<file path="config.mk">
export PLATFORM = sky130hd
export DESIGN_NAME = fetch_controller
export DESIGN_NICKNAME = d
export VERILOG_FILES = /design/src/rtl/fetch_controller.sv
export SDC_FILE = /design/constraint.sdc
export NUM_CORES = 1
export LEC_CHECK = 0
export CAP_MARGIN = 20
export CORE_ASPECT_RATIO = 1.75
export CORE_MARGIN = 4
export CORE_UTILIZATION = 52
export CTS_BUF_LIST = sky130_fd_sc_hd__clkbuf_16
export DETAILED_ROUTE_END_ITERATION = 7
export GPL_ROUTABILITY_DRIVEN = 0
export PLACE_DENSITY = 0.91
export RECOVER_POWER = 50
export SLEW_MARGIN = 20
export SYNTH_ARGS = -nofsm -noshare
export SYNTH_HDL_FRONTEND = slang
export SYNTH_SLANG_ARGS = --single-unit
</file>
<file path="constraint.sdc">
create_clock -name clk -period 3.37 [get_ports clk]
set_clock_uncertainty 0.1 [all_clocks]
set_input_delay 0.8425 -clock clk [delete_from_list [all_inputs] [get_ports clk]]
set_output_delay 0.8425 -clock clk [all_outputs]
set_load 0.005 [all_outputs]
</file>
<file path="src/rtl/fetch_controller.sv">
// rtl/fetch_controller.sv - instruction fetch sequencer: paired cache lookup, miss refill, redirect handling
module fetch_controller #(
  parameter int              XLEN     = 32,
  parameter logic [XLEN-1:0] RESET_PC = '0
) (
  input  logic                 clk,
  input  logic                 reset,
  input  logic                 delete_tagged,
  input  logic                 redirect_valid,
  input  logic [XLEN-1:0]      redirect_address,
  input  logic                 stop,
  input  logic [1:0]           hit,
  output logic                 cache_read,
  output logic [1:0][XLEN-1:0] cache_address,
  output logic                 refill_req,
  output logic [XLEN-1:0]      refill_address,
  input  logic                 refill_ack,
  output logic                 fetch_valid,
  output logic [15:0]          miss_count
);

  typedef enum logic [1:0] {
    RUN   = 2'd0,
    MISS  = 2'd1,
    RETRY = 2'd2
  } state_t;

  state_t          state;
  logic [XLEN-1:0] pc;
  logic [XLEN-1:0] pc_plus4;
  logic [XLEN-1:0] pc_plus8;
  logic [XLEN-1:0] redirect_pc;
  logic            pend_valid;
  logic [XLEN-1:0] pend_pc;

  assign pc_plus4    = pc + XLEN'(4);
  assign pc_plus8    = pc + XLEN'(8);
  assign redirect_pc = redirect_address & ~XLEN'(3);

  assign cache_read       = (state == RUN);
  assign cache_address[0] = pc;
  assign cache_address[1] = pc_plus4;

  always_ff @(posedge clk or negedge reset) begin
    if (!reset) begin
      state          <= RUN;
      pc             <= RESET_PC;
      fetch_valid    <= 1'b0;
      refill_req     <= 1'b0;
      refill_address <= '0;
      miss_count     <= '0;
      pend_valid     <= 1'b0;
      pend_pc        <= '0;
    end else begin
      fetch_valid <= 1'b0;
      case (state)
        RUN: begin
          // Redirect outranks miss, stop and flush; a miss still refills under stop.
          if (redirect_valid) begin
            pc <= redirect_pc;
          end else if (hit != 2'b11) begin
            state          <= MISS;
            refill_req     <= 1'b1;
            refill_address <= hit[0] ? pc_plus4 : pc;
            if (miss_count != 16'hFFFF) miss_count <= miss_count + 16'd1;
          end else if (!stop && !delete_tagged) begin
            pc          <= pc_plus8;
            fetch_valid <= 1'b1;
          end
        end
        MISS: begin
          if (refill_ack) begin
            refill_req <= 1'b0;
            state      <= RETRY;
            pend_valid <= 1'b0;
            if (redirect_valid)  pc <= redirect_pc;
            else if (pend_valid) pc <= pend_pc;
          end else if (redirect_valid) begin
            pend_valid <= 1'b1;
            pend_pc    <= redirect_pc;
          end
        end
        RETRY: begin
          state <= RUN;
          if (redirect_valid) pc <= redirect_pc;
        end
        default: state <= RUN;
      endcase
    end
  end

endmodule

</file>
==> results of run 1 <==
-- flip-flops by register name, summed over array words and instances (netlist names) --
signal and flops:
pend_valid 1, pend_pc 30, state 2, miss_count 16, refill_req 1, fetch_valid 1
refill_address 30, pc 30
-- critical path, cell delays in order, from the launching register on --
cell             delay [ps]
dfrtp_1                 410
buf_4                   140
buf_4                   170
nand3_4                 130
nor4_4                  310
buf_6                   180
nand2_1                  90
xnor2_1                 150
clkdlybuf4s50_1         510
-- synth_stat cells (6+ instances only) --
cell type,number,share of area
dfrtp_1,111,0.39
nand2_1,108,0.056
o21ai_0,63,0.044
a21oi_1,52,0.036
xnor2_1,44,0.054
mux2_2,41,0.064
nor2_1,41,0.021
nand3_1,32,0.022
xor2_1,29,0.035
clkbuf_1,27,0.014
nand4_1,21,0.018
buf_2,19,0.013
buf_4,19,0.020
inv_1,17,0.0089
nor3_1,14,0.0097
a22oi_1,11,0.011
and3_1,10,0.0087
a22o_1,9,0.011
mux2i_1,9,0.013
a31oi_1,7,0.0061
buf_1,7,0.0037
ha_1,7,0.012
a41oi_1,6,0.0073
-- layout make-up --
cell class / count / area, sq um / area share
Multi-Input combinational cell: 612 / 4140 / 0.432
Sequential cell: 111 / 2780 / 0.290
Timing Repair Buffer: 233 / 2110 / 0.220
Clock buffer: 9 / 225 / 0.0235
Tap cell: 174 / 218 / 0.0227
Inverter: 18 / 67.6 / 0.00704
Clock inverter: 6 / 53.8 / 0.00560
-- power by group --
group / switching [W] / total, W / internal [W]
logic: 0.00279 / 0.00526 / 0.00247
clock network: 0.000537 / 0.00105 / 0.000512
registers: 0.000507 / 0.00244 / 0.00193
-- how the worst max path moves through the flow --
stage,cells after the start,from,endpoint,slack (ps)
floorplan,7,pc[3],cache_address[59],560
global placement,8,pc[3],cache_address[57],130
detailed placement,8,pc[3],cache_address[57],100
CTS,8,pc[3],cache_address[45],-30
global route,8,pc[3],cache_address[50],-120
finish,8,pc[4],cache_address[60],-40
-- metal layers --
metal	up-vias	wire length, microns	GRT usage
met4	0	1970	0.192
met3	180	1990	0.0479
met2	534	11900	0.492
met1	3506	8440	0.322
met5	-	0	0
li1	3223	-	-
-- logic make-up (layout without fill, tap and decap cells) --
kind of cell | Yosys count | after routing | synth area share
compound gates | 192 | 192 | 0.168
xor+xnor | 73 | 73 | 0.0888
fa+ha+maj | 7 | 7 | 0.0122
buf+inv | 90 | 266 | 0.0601
flops | 111 | 111 | 0.386
mux | 50 | 50 | 0.0766
other cells | 1 | 6 | 0.000521
simple gates | 284 | 284 | 0.208
-- repair_timing --
item / 4_1_cts / 5_1_grt
setup endpoints to repair: 19 / 15
cloned: 1 / 0
resized for setup: 32 / 24
setup buffers: 20 / 9
pin swaps: 9 / 8
-- stage by stage --
step / util / area (sq um) / TNS [ps] / instances / hold slack (ps)
after floorplan: - / 7220 / 0 / 813 / 346
after global placement: 0.663 / 8970 / 0 / 1119 / 361
after detailed placement: 0.663 / 8970 / 0 / 1119 / 369
after CTS: 0.702 / 9500 / -49.0 / 1155 / 387
after global routing: 0.710 / 9600 / -412 / 1163 / 402
final: 0.710 / 9600 / -105 / 1163 / 373
==> out/metrics.cfg, run 1 <==
[grt]
grt_pass1_vias = 7102
groute.usage.overall = 0.285
wire_length_of_the_first_global_routing_pass_mm = 36.6
pin_count_of_the_biggest_net_entering_global_routing = 61
grt_antenna_before_repair = 0
grt.overflow.total = 0

[floorplan]
fp.coreArea_sq_um = 13500
dieHeight_microns = 164
die_area_sq_um = 15900
row_count = 56
io_pins = 155
chipWidth_microns = 96.9
initial_utilization = 0.532

[setup_path]
worst_ep_required_time_ps = 2430
startpoint_type = flip-flop
regToRegStartpoint = state[0]
reg2reg_setup_slack_ps = 690
cp-end-kind = primary output
crit_arrival_ps = 2470
timing.critical_path.fanout_max = 8
reg2reg_to = pc[28]
worst_r2r_path_depth = 7
criticalPathCategory = reg -> out

[sta]
final_hold_viol_count = 0
worst_slack_ps = -44.5
setup-violations-final = 3
fin_crit_sh = 1.01
grt_setup_unrepaired = true
final.min_clock_period_ps = 3410
slew-limit-headroom = -0.0907
final-max-slew-violation-count = 61
timing.fmax_ghz = 0.293
worst-slew-pin-transition_ps = 1640

[hold_path]
min_to = refill_address[20]
holdCritStartpoint = refill_address[20]
hold-path-cell-count = 2
timing.hold.worst.class = reg -> reg

[flow_run]
count_of_maximum_capacitance_violations = 1

[yosys]
synth.yosys.warnings = 0
postSynth.topFlopCell = dfrtp_1
syn_area_sq_um = 7200
synth_cell_types = 72
yosys_register_bits = 111
synth-async-reset-ratio = 1.00
synth_edf_count = 0
synth_seq_area_share = 0.386
syn_inst = 808
syn_avg_cell_area_sq_um = 8.91

[routing]
drt_iter0_drc = 951
postRouteWirelength_mm = 24.3
postRouteAntennaNets = 0
drt-vias-per-instance = 6.40
avgRoutedWirePerCell_microns = 20.9
drt_drc_violations_left = 0
firstDrtPassIters = 6
vias = 7443

[power_and_ir_drop]
power-per-cell-area_nw_per_um2 = 911
peakVddDrop_uv = 527
static-leakage-power_nw = 4.06
design_power_total_w = 0.00875

[clocking]
htreeDepth = 3
tritoncts = done
clockRootBuffer = clkbuf_16
clk_latency_ps = 370
cts_hold_repair.buffers = 0
clock-sinks = 111
clock_path_buffers = 2
tritoncts.num_buffers = 9
clkTransAtPathRegs_ps = 80

[cells_and_area]
final_net_count = 1032
diodes = 0
n_fill_cell = 923
syn2layout_area_growth_pct = 33.4
post_route_cells_drive_above_1_share = 0.194
most-common-layout-cells = nand2_1, dfrtp_1, clkdlybuf4s50_1

[placement]
detailedPlacementHpwl_mm = 16.1
placement.io_buffers = 146
pre_cts_slack_ps = 97.1

[status]
run_status = finished with violations
failed_checks = capacitance limit, slew limit, setup timing

No activity file was read; power rests on OpenSTA's default activity.
==> run 2, diff against run 1 <==
--- a/config.mk
+++ b/config.mk
@@ -15,3 +15,3 @@
 export PLACE_DENSITY = 0.91
-export RECOVER_POWER = 50
+export RECOVER_POWER = 100
 export SLEW_MARGIN = 20
==> constraint.sdc (replaced) <==
create_clock -name clk -period 3.37 [get_ports clk]
set_clock_uncertainty 0.1 [all_clocks]
set_input_delay 0.674 -clock clk [delete_from_list [all_inputs] [get_ports clk]]
set_output_delay 0.674 -clock clk [all_outputs]
set_load 0.005 [all_outputs]
==> run 2 against run 1 <==
Final cell count decreased by 2.6%. Non-clock buffer count decreased by 31. Die area unchanged. Count of clock-buffer cells in the layout unchanged. Flip-flop and latch count unchanged. Worst setup slack got worse by 7.8 ps. Combinational power decreased by 5.3%. Final area decreased by 2.6%. Maximum frequency decreased by 0.23%. Global-route usage decreased by 2.4 points. The flow still finishes with violations (capacitance limit, slew limit, setup timing).
==> out/metrics.cfg, run 2 (same netlist as run 1, synthesis figures left out) <==
[cells_and_area]
syn2layout_area_growth_pct = 29.9
diodes = 0
final_net_count = 1002
post_route_cells_drive_above_1_share = 0.160
top_flop_regs = pc (30), pend_pc (30), refill_address (30)
mostFrequentLayoutCell = nand2_1
most-common-layout-cells = nand2_1, dfrtp_1, clkdlybuf4s50_1
stdcell_count = 1133
design_area_sq_um = 9350

[hold_path]
timing.hold.worst.class = reg -> reg
holdCritStartpoint = refill_address[16]

[floorplan]
chipWidth_microns = 96.9
row_count = 56
dieHeight_microns = 164
io_pins = 155
fp.coreArea_sq_um = 13500
initial_utilization = 0.532
die_area_sq_um = 15900

[sta]
final.min_clock_period_ps = 3420
worst-slew-pin-transition_ps = 2250
grt_setup_unrepaired = true
timing.fmax_ghz = 0.292
fin_crit_sh = 1.02
final-max-slew-violation-count = 40
worst_slack_ps = -52.4
setup-violations-final = 4
final_hold_viol_count = 0
slew-limit-headroom = -0.502
fin_tns_setup_ps = -78.1

[placement]
placement.cell_area_sq_um = 8870
placement.io_buffers = 146
placedCellCount = 1106
pre_cts_slack_ps = 234
detailedPlacementHpwl_mm = 15.9

[routing]
postRouteAntennaNets = 0
postRouteWirelength_mm = 22.0
firstDrtPassIters = 5
avgRoutedWirePerCell_microns = 19.4
drt-vias-per-instance = 6.26
drt_iter0_drc = 663
drt_drc_violations_left = 0
vias = 7087

[power_and_ir_drop]
power-per-cell-area_nw_per_um2 = 923
static-leakage-power_nw = 3.86
peakVddDrop_uv = 415

[clocking]
clock-sinks = 111
cts_hold_repair.buffers = 0
clkTransAtPathRegs_ps = 80
htreeDepth = 3
clockRootBuffer = clkbuf_16
clock_path_buffers = 2
tritoncts.num_buffers = 9
clk_latency_ps = 360
tritoncts = done

[setup_path]
cp-end-kind = primary output
worst_ep_required_time_ps = 2600
criticalPathCategory = reg -> out
regToRegStartpoint = state[0]
timing.critical_path.fanout_max = 10
cp_launch_point = pc[11]
crit_arrival_ps = 2650
startpoint_type = flip-flop

[grt]
groute.usage.overall = 0.262
grt.overflow.total = 0
wire_length_of_the_first_global_routing_pass_mm = 33.8
pin_count_of_the_biggest_net_entering_global_routing = 73
grt_pass1_vias = 6688
grt_antenna_before_repair = 0

[flow_run]
count_of_maximum_capacitance_violations = 1

[status]
failed_checks = capacitance limit, slew limit, setup timing
run_status = finished with violations

run 2: cell type report:
type	count	area, sq um
fill	982	4170
tap	174	218
timing repair buffer	202	1880
clock inverter	6	95.1
inverter	18	67.6
clock buffer	9	225
multi-input combinational	613	4080
sequential	111	2780
run 2: stage by stage:
stage,total power (W),util,hold slack [ps]
floorplan,0.00519,-,278
global placement,0.00716,0.656,361
detailed placement,0.00734,0.656,369
CTS,0.00854,0.682,216
global route,0.00915,0.692,410
finish,0.00863,0.692,374
run 2: metal layers:
layer	track usage	vias up	part of all wire	wire, microns
met4	0.175	0	0.081	1770
met3	0.0385	139	0.073	1600
met2	0.452	407	0.49	10800
met5	0	-	0	0
met1	0.299	3377	0.36	7810
li1	-	3164	-	-
run 2: worst paths after layout:
path                                            to  slack (ps)  cells after the start
worst max-delay path             cache_address[57]         -50                      8
min in group asynchronous              fetch_valid         880                      1
worst min-delay path            refill_address[16]         370                      2
worst min register to register  refill_address[16]         370                      2
worst max register to register              pc[28]         600                      8
max in group asynchronous       refill_address[13]         990                      1
run 2: where the power goes:
| group | switching [W] | leakage, nW | internal (W) |
|---|---|---|---|
| Combinational | 0.00259 | 2.33 | 0.00239 |
| Clock | 0.000505 | 0.150 | 0.000654 |
| Sequential | 0.000559 | 1.37 | 0.00193 |
| Total | 0.00365 | 3.86 | 0.00498 |
run 2: timing repair:
item	in CTS	in global routing
setup endpoints to repair	10	15
buffers inserted	1	10
pin swaps	1	5
gates cloned	0	1
gates resized for setup	4	18
run 2: worst max-delay path, stage by stage (launching register included):
cell and delay, ps:
dfrtp_1 470, nand3_1 200, nor4_4 280, buf_4 180, buf_4 180, nand2_1 120, nor2_1 150, xor2_1 190
clkdlybuf4s50_1 520
==> run 3, diff against run 2 <==
Settings changed: PLACE_DENSITY 0.91 to not set, PLACE_DENSITY_LB_ADDON set to 0.25.
==> run 3 against run 2 <==
The run now ends clean. Sequential share of layout area grew 0.12 points. Non-clock buffer count grew 2. First-iteration DRC count shrank 8.9%. Die area is the same. Final area shrank 0.35%. Via count shrank 4.3%. Clock power shrank 15%. Sequential power shrank 2%. Hold slack is essentially flat. Final cell count grew 0.26%.
==> out/metrics.cfg, run 3 (same netlist as run 1, synthesis figures left out) <==
[routing]
vias = 6785
postRouteWirelength_mm = 21.5
avgRoutedWirePerCell_microns = 18.9
postRouteAntennaNets = 0
drt-vias-per-instance = 5.97
firstDrtPassIters = 8
drt_drc_violations_left = 0
drt_iter0_drc = 604

[setup_path]
cp-end-kind = primary output
timing.critical_path.fanout_max = 8
criticalPathCategory = reg -> out
startpoint_type = flip-flop
worst_ep_required_time_ps = 2600
crit_arrival_ps = 2540
reg2reg_setup_slack_ps = 570
worst_r2r_path_depth = 8

[floorplan]
dieHeight_microns = 164
die_area_sq_um = 15900
chipWidth_microns = 96.9
fp.coreArea_sq_um = 13500
row_count = 56
initial_utilization = 0.532
io_pins = 155

[power_and_ir_drop]
design_power_total_w = 0.00832
static-leakage-power_nw = 3.89
peakVddDrop_uv = 511
power-per-cell-area_nw_per_um2 = 893

[clocking]
clk_latency_ps = 350
clock-sinks = 111
clkTransAtPathRegs_ps = 70
htreeDepth = 3
tritoncts = done
tritoncts.num_buffers = 9
clockRootBuffer = clkbuf_16
cts_hold_repair.buffers = 0
clock_path_buffers = 2

[grt]
groute.usage.overall = 0.257
grt_antenna_before_repair = 0
wire_length_of_the_first_global_routing_pass_mm = 33.3
grt.overflow.total = 0
pin_count_of_the_biggest_net_entering_global_routing = 67
grt_pass1_vias = 6487

[placement]
pre_cts_slack_ps = 200
detailedPlacementHpwl_mm = 16.0
placedCellCount = 1105
placement.io_buffers = 146

[cells_and_area]
final_net_count = 1004
top_flop_regs = pc (30), pend_pc (30), refill_address (30)
mostFrequentLayoutCell = nand2_1
most-common-layout-cells = nand2_1, dfrtp_1, clkdlybuf4s50_1
syn2layout_area_growth_pct = 29.5
post_route_cells_drive_above_1_share = 0.159
diodes = 0
stdcell_count = 1136
finish.utilization = 0.689

[sta]
final-max-slew-violation-count = 0
setup-violations-final = 0
worst-slew-pin-transition_ps = 1490
final_hold_viol_count = 0
timing.fmax_ghz = 0.302
fin_crit_sh = 0.983
grt_setup_unrepaired = true
worst_slack_ps = 57.2
final.min_clock_period_ps = 3310
slew-limit-headroom = 0.00926

[hold_path]
hold-path-cell-count = 2
timing.hold.worst.class = reg -> reg

[flow_run]
count_of_maximum_capacitance_violations = 0

[status]
run_status = complete, no violations

run 3: area by class of cell:
| type | instances | area [sq um] |
|---|---|---|
| fill | 1054 | 4200 |
| multi-input combinational | 613 | 4110 |
| sequential | 111 | 2790 |
| timing repair buffer | 204 | 1880 |
| clock buffer | 9 | 225 |
| tap | 174 | 218 |
| inverter | 18 | 67.6 |
| clock inverter | 7 | 40.0 |
run 3: power by group:
group	switching (W)	internal, W
Combinational	0.00257	0.00234
Clock	0.000493	0.000496
Sequential	0.000492	0.00194
Total	0.00355	0.00477
run 3: final timing paths:
| kind | from | end |
|---|---|---|
| setup / recovery | pc[25] | cache_address[63] |
| hold / removal | refill_address[4] | refill_address[4] |
| setup reg to reg | state[0] | miss_count[8] |
| hold reg to reg | refill_address[4] | refill_address[4] |
| max in group asynchronous | reset | pc[11] |
| min in group asynchronous | reset | refill_address[29] |
run 3: layer usage:
metal  global-route usage  vias up  share of wire
li1                     -     3161              -
met1                0.306     3270           0.38
met2                0.453      286           0.51
met3               0.0321       68          0.056
met4                0.132        0          0.045
met5                    0        -              0
run 3: per-stage QoR:
step                      hold slack, ps  setup TNS, ps  cell area [sq um]
after floorplan                      278              0               7220
after CTS                            253              0               9170
after global placement               361              0               8870
after global routing                 402          -68.0               9320
final                                374              0               9320
after detailed placement             371              0               8870
run 3: worst max-delay path, cell delays in order, from the launching register on:
cell             delay, ps
dfrtp_1                480
nand4_1                130
buf_4                  190
nor3_2                 260
nand4b_1               250
nor2_1                 180
xor2_1                 170
clkdlybuf4s50_1        520
run 3: repair_timing:
| action | in CTS | in global routing |
|---|---|---|
| cloned | 0 | 2 |
| buffers inserted | 3 | 10 |
| endpoints found under the hold margin | 0 | 0 |
| setup endpoints to repair | 12 | 17 |
| gates resized for setup | 4 | 22 |
| pin swaps | 2 | 6 |
